`src/rtl/apple_spawner_if.sv`:
```
// Request/result bundle between the game-control FSM and the apple spawner.
interface apple_spawner_if #(
  parameter int unsigned N         = 100,
  parameter int unsigned CELL_BITS = 3,
  parameter int unsigned SBITS     = 7
);
  logic [N*CELL_BITS-1:0] field;
  logic                   req;
  logic                   seed_load;
  logic [15:0]            seed_in;
  logic                   busy;
  logic                   done;
  logic [SBITS-1:0]       apple_pos;
  logic                   apple_ok;
  logic                   no_space;

  modport master (
    output field, req, seed_load, seed_in,
    input  busy, done, apple_pos, apple_ok, no_space
  );

  modport slave (
    input  field, req, seed_load, seed_in,
    output busy, done, apple_pos, apple_ok, no_space
  );
endinterface

```
`src/rtl/apple_spawner.sv`:
```
// Sequential apple placer: snapshots the field, picks an LFSR start cell and
// walks downward with wrap to the first empty cell, flagging a full field.
module apple_spawner #(
  parameter int unsigned SIZE_X     = 10,
  parameter int unsigned SIZE_Y     = 10,
  parameter int unsigned CELL_BITS  = 3,
  parameter int unsigned EMPTY_CODE = 0,
  parameter logic [15:0] LFSR_INIT  = 16'hACE1
) (
  input logic             clk,
  input logic             rst,
  apple_spawner_if.slave  bus
);
  localparam int unsigned N     = SIZE_X * SIZE_Y;
  localparam int unsigned SBITS = $clog2(N);
  localparam int unsigned SB1   = SBITS + 1;

  localparam logic [15:0]          LFSR_MASK = 16'hB400;
  localparam logic [SBITS-1:0]     N_S       = SBITS'(N);
  localparam logic [SBITS-1:0]     LAST      = SBITS'(N - 1);
  localparam logic [SB1-1:0]       N_EXT     = SB1'(N);
  localparam logic [CELL_BITS-1:0] EMPTY     = CELL_BITS'(EMPTY_CODE);

  typedef enum logic {IDLE, SCAN} state_t;

  state_t                         state;
  logic [15:0]                    lfsr;
  logic [15:0]                    lfsr_step_c;
  logic [N-1:0][CELL_BITS-1:0]    snap;
  logic [SBITS-1:0]               idx;
  logic [SBITS-1:0]               cnt;
  logic [SBITS-1:0]               rnd_c;
  logic [SBITS-1:0]               start_c;

  // Galois step and start-cell fold into [0, N)
  always_comb begin
    lfsr_step_c = (lfsr >> 1) ^ (lfsr[0] ? LFSR_MASK : 16'h0000);
    rnd_c       = lfsr[SBITS-1:0];
    start_c     = ({1'b0, rnd_c} >= N_EXT) ? (rnd_c - N_S) : rnd_c;
  end

  always_ff @(posedge clk) begin
    if (rst) begin
      state         <= IDLE;
      lfsr          <= LFSR_INIT;
      snap          <= '0;
      idx           <= '0;
      cnt           <= '0;
      bus.busy      <= 1'b0;
      bus.done      <= 1'b0;
      bus.apple_pos <= '0;
      bus.apple_ok  <= 1'b0;
      bus.no_space  <= 1'b0;
    end else begin
      // A zero seed would lock the LFSR, so it is forced to 1
      if (bus.seed_load) begin
        lfsr <= (bus.seed_in == 16'h0000) ? 16'h0001 : bus.seed_in;
      end else begin
        lfsr <= lfsr_step_c;
      end

      bus.done <= 1'b0;

      case (state)
        IDLE: begin
          if (bus.req) begin
            snap     <= bus.field;
            idx      <= start_c;
            cnt      <= '0;
            bus.busy <= 1'b1;
            state    <= SCAN;
          end
        end
        SCAN: begin
          if (snap[idx] == EMPTY) begin
            bus.apple_pos <= idx;
            bus.apple_ok  <= 1'b1;
            bus.no_space  <= 1'b0;
            bus.done      <= 1'b1;
            bus.busy      <= 1'b0;
            state         <= IDLE;
          end else if (cnt == LAST) begin
            bus.apple_ok  <= 1'b0;
            bus.no_space  <= 1'b1;
            bus.done      <= 1'b1;
            bus.busy      <= 1'b0;
            state         <= IDLE;
          end else begin
            idx <= (idx == '0) ? LAST : (idx - SBITS'(1));
            cnt <= cnt + SBITS'(1);
          end
        end
        default: state <= IDLE;
      endcase
    end
  end
endmodule

```
`src/flat_wrapper.sv`:
```
// flat-port wrapper written by rule: the top's interface ports become plain ports
module apple_spawner_flat 
#(
  parameter int unsigned SIZE_X     = 10,
  parameter int unsigned SIZE_Y     = 10,
  parameter int unsigned CELL_BITS  = 3,
  parameter int unsigned EMPTY_CODE = 0,
  parameter logic [15:0] LFSR_INIT  = 16'hACE1
)
  (clk, rst, bus_field, bus_req, bus_seed_load, bus_seed_in, bus_busy, bus_done, bus_apple_pos, bus_apple_ok, bus_no_space);
  apple_spawner_if #(.N(100), .CELL_BITS(CELL_BITS), .SBITS(7)) bus_i ();
  input logic clk;
  input logic rst;
  input wire logic [$bits(bus_i.field)-1:0] bus_field;
  input wire logic [$bits(bus_i.req)-1:0] bus_req;
  input wire logic [$bits(bus_i.seed_load)-1:0] bus_seed_load;
  input wire logic [$bits(bus_i.seed_in)-1:0] bus_seed_in;
  output wire logic [$bits(bus_i.busy)-1:0] bus_busy;
  output wire logic [$bits(bus_i.done)-1:0] bus_done;
  output wire logic [$bits(bus_i.apple_pos)-1:0] bus_apple_pos;
  output wire logic [$bits(bus_i.apple_ok)-1:0] bus_apple_ok;
  output wire logic [$bits(bus_i.no_space)-1:0] bus_no_space;
  assign bus_i.field = bus_field;
  assign bus_i.req = bus_req;
  assign bus_i.seed_load = bus_seed_load;
  assign bus_i.seed_in = bus_seed_in;
  assign bus_busy = bus_i.busy;
  assign bus_done = bus_i.done;
  assign bus_apple_pos = bus_i.apple_pos;
  assign bus_apple_ok = bus_i.apple_ok;
  assign bus_no_space = bus_i.no_space;
  apple_spawner #(.SIZE_X(SIZE_X), .SIZE_Y(SIZE_Y), .CELL_BITS(CELL_BITS), .EMPTY_CODE(EMPTY_CODE), .LFSR_INIT(LFSR_INIT)) u_core (.clk(clk), .rst(rst), .bus(bus_i));
endmodule
```
`config.mk`:
```
export PLATFORM = sky130hd
export DESIGN_NAME = apple_spawner_flat
export DESIGN_NICKNAME = d
export VERILOG_FILES = /design/src/rtl/apple_spawner_if.sv /design/src/rtl/apple_spawner.sv /design/src/flat_wrapper.sv
export SDC_FILE = /design/constraint.sdc
export NUM_CORES = 1
export LEC_CHECK = 0
export CORE_ASPECT_RATIO = 0.9
export CORE_MARGIN = 2
export CORE_UTILIZATION = 40
export DETAILED_ROUTE_END_ITERATION = 6
export DONT_BUFFER_PORTS = 1
export PLACE_DENSITY = 0.62
export RECOVER_POWER = 100
export REMOVE_ABC_BUFFERS = 1
export SKIP_LAST_GASP = 1
export SYNTH_ARGS = -nofsm -noshare
export SYNTH_HDL_FRONTEND = slang
export SYNTH_SLANG_ARGS = --single-unit
```
`constraint.sdc`:
```
create_clock -name clk -period 7.2 [get_ports clk]
set_input_delay 2.16 -clock clk [delete_from_list [all_inputs] [get_ports clk]]
set_output_delay 2.16 -clock clk [all_outputs]
set_load 0.01 [all_outputs]
```
==> impl_metrics.prom <==
# TYPE chip_impl_metric gauge
chip_impl_info{name="min_path_type",value="register to register"} 1
chip_impl_metric{name="drt_first_iter_violations",unit=""} 770
chip_impl_metric{name="final.fill_count",unit=""} 3595
chip_impl_metric{name="grt_max_degree",unit=""} 329
chip_impl_metric{name="tritoncts_num_sinks",unit=""} 342
chip_impl_info{name="synth_flop_cell",value="dfxtp_1"} 1
chip_impl_info{name="layout.cells.most_common",value="nand2_1"} 1
chip_impl_metric{name="fp.dieArea",unit="sq um"} 36600
chip_impl_info{name="layout.cells.most_common_list",value="nand2_1 (645), dfxtp_1 (340), a21oi_1 (330)"} 1
chip_impl_metric{name="n_antenna_cell",unit=""} 0
chip_impl_metric{name="finalPower",unit="mW"} 6.00
chip_impl_metric{name="synth.lib_cells_used.distinct",unit=""} 70
chip_impl_metric{name="peakVddDrop",unit="mV"} 0.177
chip_impl_metric{name="cts.repair.resized",unit=""} 0
chip_impl_metric{name="slew_headroom",unit=""} -0.452
chip_impl_info{name="timing.critical_path.from_type",value="primary input"} 1
chip_impl_metric{name="die_width",unit="um"} 202
chip_impl_metric{name="dp.final_hpwl",unit="um"} 26700
chip_impl_metric{name="global_route_wire_length_before_repair",unit="um"} 63100
chip_impl_metric{name="routedWlPerCell",unit="um"} 18.4
chip_impl_metric{name="maxCapViolations",unit=""} 3
chip_impl_metric{name="layout.nets",unit=""} 2031
chip_impl_info{name="run_status",value="complete, but fails checks"} 1
chip_impl_metric{name="via_per_inst",unit=""} 5.43
chip_impl_metric{name="clk-insertion-delay-late",unit="ns"} 0.53
chip_impl_metric{name="ctsHoldBuffers",unit=""} 0
chip_impl_metric{name="power.share.sequential",unit=""} 0.395
chip_impl_metric{name="drc_errors",unit=""} 0
chip_impl_metric{name="whs",unit="ns"} 0.447
chip_impl_metric{name="grt_pass1_vias",unit=""} 11300
chip_impl_metric{name="timing.fmax",unit="GHz"} 0.187
chip_impl_metric{name="cellPowerDensity",unit="nW/um^2"} 389
chip_impl_metric{name="placementRows",unit=""} 65
chip_impl_info{name="rr_startpoint",value="u_core.idx[1]$_SDFFE_PP0P_"} 1
chip_impl_metric{name="final_period_minus_worst_setup_slack",unit="ns"} 5.34
chip_impl_metric{name="grt_antenna_before_repair",unit=""} 0
chip_impl_metric{name="track_usage",unit=""} 0.216
chip_impl_metric{name="worst_case_clock_skew",unit="ns"} 0.0141
chip_impl_metric{name="post_synth.cell_area_avg",unit="sq um"} 7.82
chip_impl_info{name="setup_repair_after_global_routing_missed_its_margin",value="no"} 1
chip_impl_metric{name="power.share.combinational",unit=""} 0.274
chip_impl_metric{name="syn-instance-count",unit=""} 1796
chip_impl_metric{name="final_hold_viol_count",unit=""} 0
chip_impl_metric{name="cp.arrival",unit="ns"} 5.77
chip_impl_metric{name="chipHeight",unit="um"} 182
chip_impl_metric{name="routed-via-count",unit=""} 12000
chip_impl_metric{name="final_layout_size_suffix_gt1_frac",unit=""} 0.0611
chip_impl_metric{name="worst-slew-pin-transition",unit="ns"} 2.18
chip_impl_metric{name="p_int",unit="mW"} 3.91
chip_impl_metric{name="timing.final.setup_violations",unit=""} 0
chip_impl_info{name="critPathLaunch",value="bus_req"} 1
chip_impl_metric{name="maxSlewViolCount",unit=""} 208
chip_impl_metric{name="number_of_buffers_created_by_cts",unit=""} 38
chip_impl_metric{name="syn-cell-area",unit="sq um"} 14000
chip_impl_metric{name="starting_utilization_of_the_core_area",unit=""} 0.404
chip_impl_info{name="min-delay-start",value="u_core.snap[175]$_SDFFE_PP0P_"} 1
chip_impl_metric{name="number_of_enable_flip_flop_cells_after_synthesis",unit=""} 0
chip_impl_metric{name="place_congestion",unit=""} 0.804
chip_impl_metric{name="totalWireLength",unit="um"} 40600
chip_impl_metric{name="num_io_pins",unit=""} 331
chip_impl_info{name="criticalPathCategory",value="primary input to register"} 1
chip_impl_metric{name="setup_tns",unit="ns"} 0
chip_impl_metric{name="cts_setup_buffers",unit=""} 0
chip_impl_metric{name="yosysSeqAreaShare",unit=""} 0.487
chip_impl_metric{name="cellLeakagePower",unit="nW"} 5.60
chip_impl_metric{name="synth-warning-count",unit=""} 0
chip_impl_metric{name="required",unit="ns"} 7.64
chip_impl_metric{name="route.antenna.remaining_nets",unit=""} 0
chip_impl_metric{name="clockPowerShare",unit=""} 0.331
chip_impl_metric{name="core_area",unit="sq um"} 34800
chip_impl_metric{name="h-tree-depth",unit=""} 2
chip_impl_metric{name="power.switching",unit="mW"} 2.09
chip_impl_metric{name="grt_overflow",unit=""} 0
chip_impl_metric{name="yosys_register_bits",unit=""} 342
chip_impl_metric{name="power_switching_share",unit=""} 0.348
chip_impl_info{name="root_buffer",value="clkbuf_16"} 1
chip_impl_metric{name="placement.io_buffers",unit=""} 0
chip_impl_metric{name="drtPass1Iterations",unit=""} 6
chip_impl_info{name="worst_setup_path_end_kind",value="register"} 1
chip_impl_metric{name="path_clk_slew",unit="ns"} 0.06
chip_impl_metric{name="cts.path.max_buffers",unit=""} 3
chip_impl_metric{name="fin_crit_sh",unit=""} 0.741
chip_impl_metric{name="cp_max_fo",unit=""} 99
chip_impl_metric{name="synth-async-reset-ratio",unit=""} 0
chip_impl_info{name="failed_checks",value="max-capacitance violations, max-slew violations"} 1
chip_impl_info{name="tritoncts",value="built"} 1
chip_impl_metric{name="area_growth_syn_to_layout",unit="%"} 9.81
## cell usage after synthesis, drive strengths merged (4+ instances only)
cell	instances	share of area
mux4	16	0.026
a41oi	4	0.0025
a31o	9	0.0056
a311oi	4	0.0025
buf	22	0.011
inv	12	0.0032
or3	13	0.0058
nand2	645	0.17
nor4	31	0.014
a21oi	330	0.12
nand3	8	0.0029
a211oi	17	0.0091
clkbuf	117	0.031
nand2b	8	0.0036
ha	4	0.0036
nor3	42	0.016
o311ai	6	0.0037
dfxtp	342	0.49
o32ai	4	0.0025
nor2	47	0.013
o31ai	5	0.0027
nor3b	4	0.0021
o22ai	5	0.0022
nor4b	7	0.0044
o21ai	12	0.0043
a22oi	5	0.0027
mux2i	18	0.013
## final cells by class
cell class | count | area [sq um] | share of cell area
repair buffers | 10 | 93.8 | 0.00608
clock buffers | 57 | 1160 | 0.0749
well taps | 469 | 587 | 0.0380
multi-input cells | 1301 | 6550 | 0.425
flip-flops and latches | 342 | 6850 | 0.444
clock inverters | 10 | 133 | 0.00860
inverters | 14 | 52.6 | 0.00341
## registers in the layout, indices dropped and copies added, names as in the netlist
name                  cells
u_core.bus.apple_ok       1
u_core.bus.apple_pos      7
u_core.bus.busy           1
u_core.bus.done           1
u_core.bus.no_space       1
u_core.cnt                7
u_core.idx                7
u_core.lfsr              16
u_core.snap             300
u_core.state              1
## layer usage
metal / wire length [um] / GRT usage / vias up / share of wire
li1: - / - / 5922 / -
met1: 18600 / 0.296 / 5610 / 0.46
met2: 18100 / 0.335 / 375 / 0.45
met3: 3120 / 0.0574 / 51 / 0.077
met4: 801 / 0.0594 / 0 / 0.020
met5: 0 / 0 / - / 0
## logic make-up (layout without fill, tap and decap cells)
family	count (synthesis)	count (layout)	synth area share
buf+inv	153	91	0.0464
xor+xnor	5	5	0.00312
flops	342	342	0.487
compound gates	434	434	0.177
mux	37	37	0.0409
fa+ha+maj	4	4	0.00356
simple gates	821	821	0.242
## metrics by stage
stage / setup WS (ns) / util / area (sq um) / cells
2_1_floorplan: -6.89 / - / 13400 / 1657
3_3_place_gp: 3.09 / 0.407 / 14200 / 2136
3_5_place_dp: 3.05 / 0.407 / 14200 / 2136
4_1_cts: 3.10 / 0.444 / 15400 / 2203
5_1_grt: 1.46 / 0.443 / 15400 / 2203
6_report: 1.86 / 0.443 / 15400 / 2203
## power by group through the flow
stage                     Sequential [mW]  Clock, mW  Combinational (mW)
final                                2.37       1.99                1.65
after global routing                 2.41       2.13                1.84
after CTS                            2.37       2.04                1.67
after detailed placement             2.41          0                1.66
after global placement               2.40          0                1.64
after floorplan                      2.36          0                1.30
## final timing paths
| check | end | slack (ns) | cells after the start |
|---|---|---|---|
| setup / recovery | u_core.snap[276]$_SDFFE_PP0P_ | 1.86 | 4 |
| hold / removal | u_core.snap[175]$_SDFFE_PP0P_ | 0.45 | 2 |
| setup reg to reg | u_core.bus.apple_pos[1]$_SDFFE_PP0P_ | 2.00 | 9 |
| hold reg to reg | u_core.snap[175]$_SDFFE_PP0P_ | 0.45 | 2 |
## worst max-delay path: stages
cell      delay [ns]
nand2_1         1.48
clkbuf_2        1.64
nand2_1         0.17
a21oi_1         0.21
Note: power is estimated with default switching activity, not from simulation.
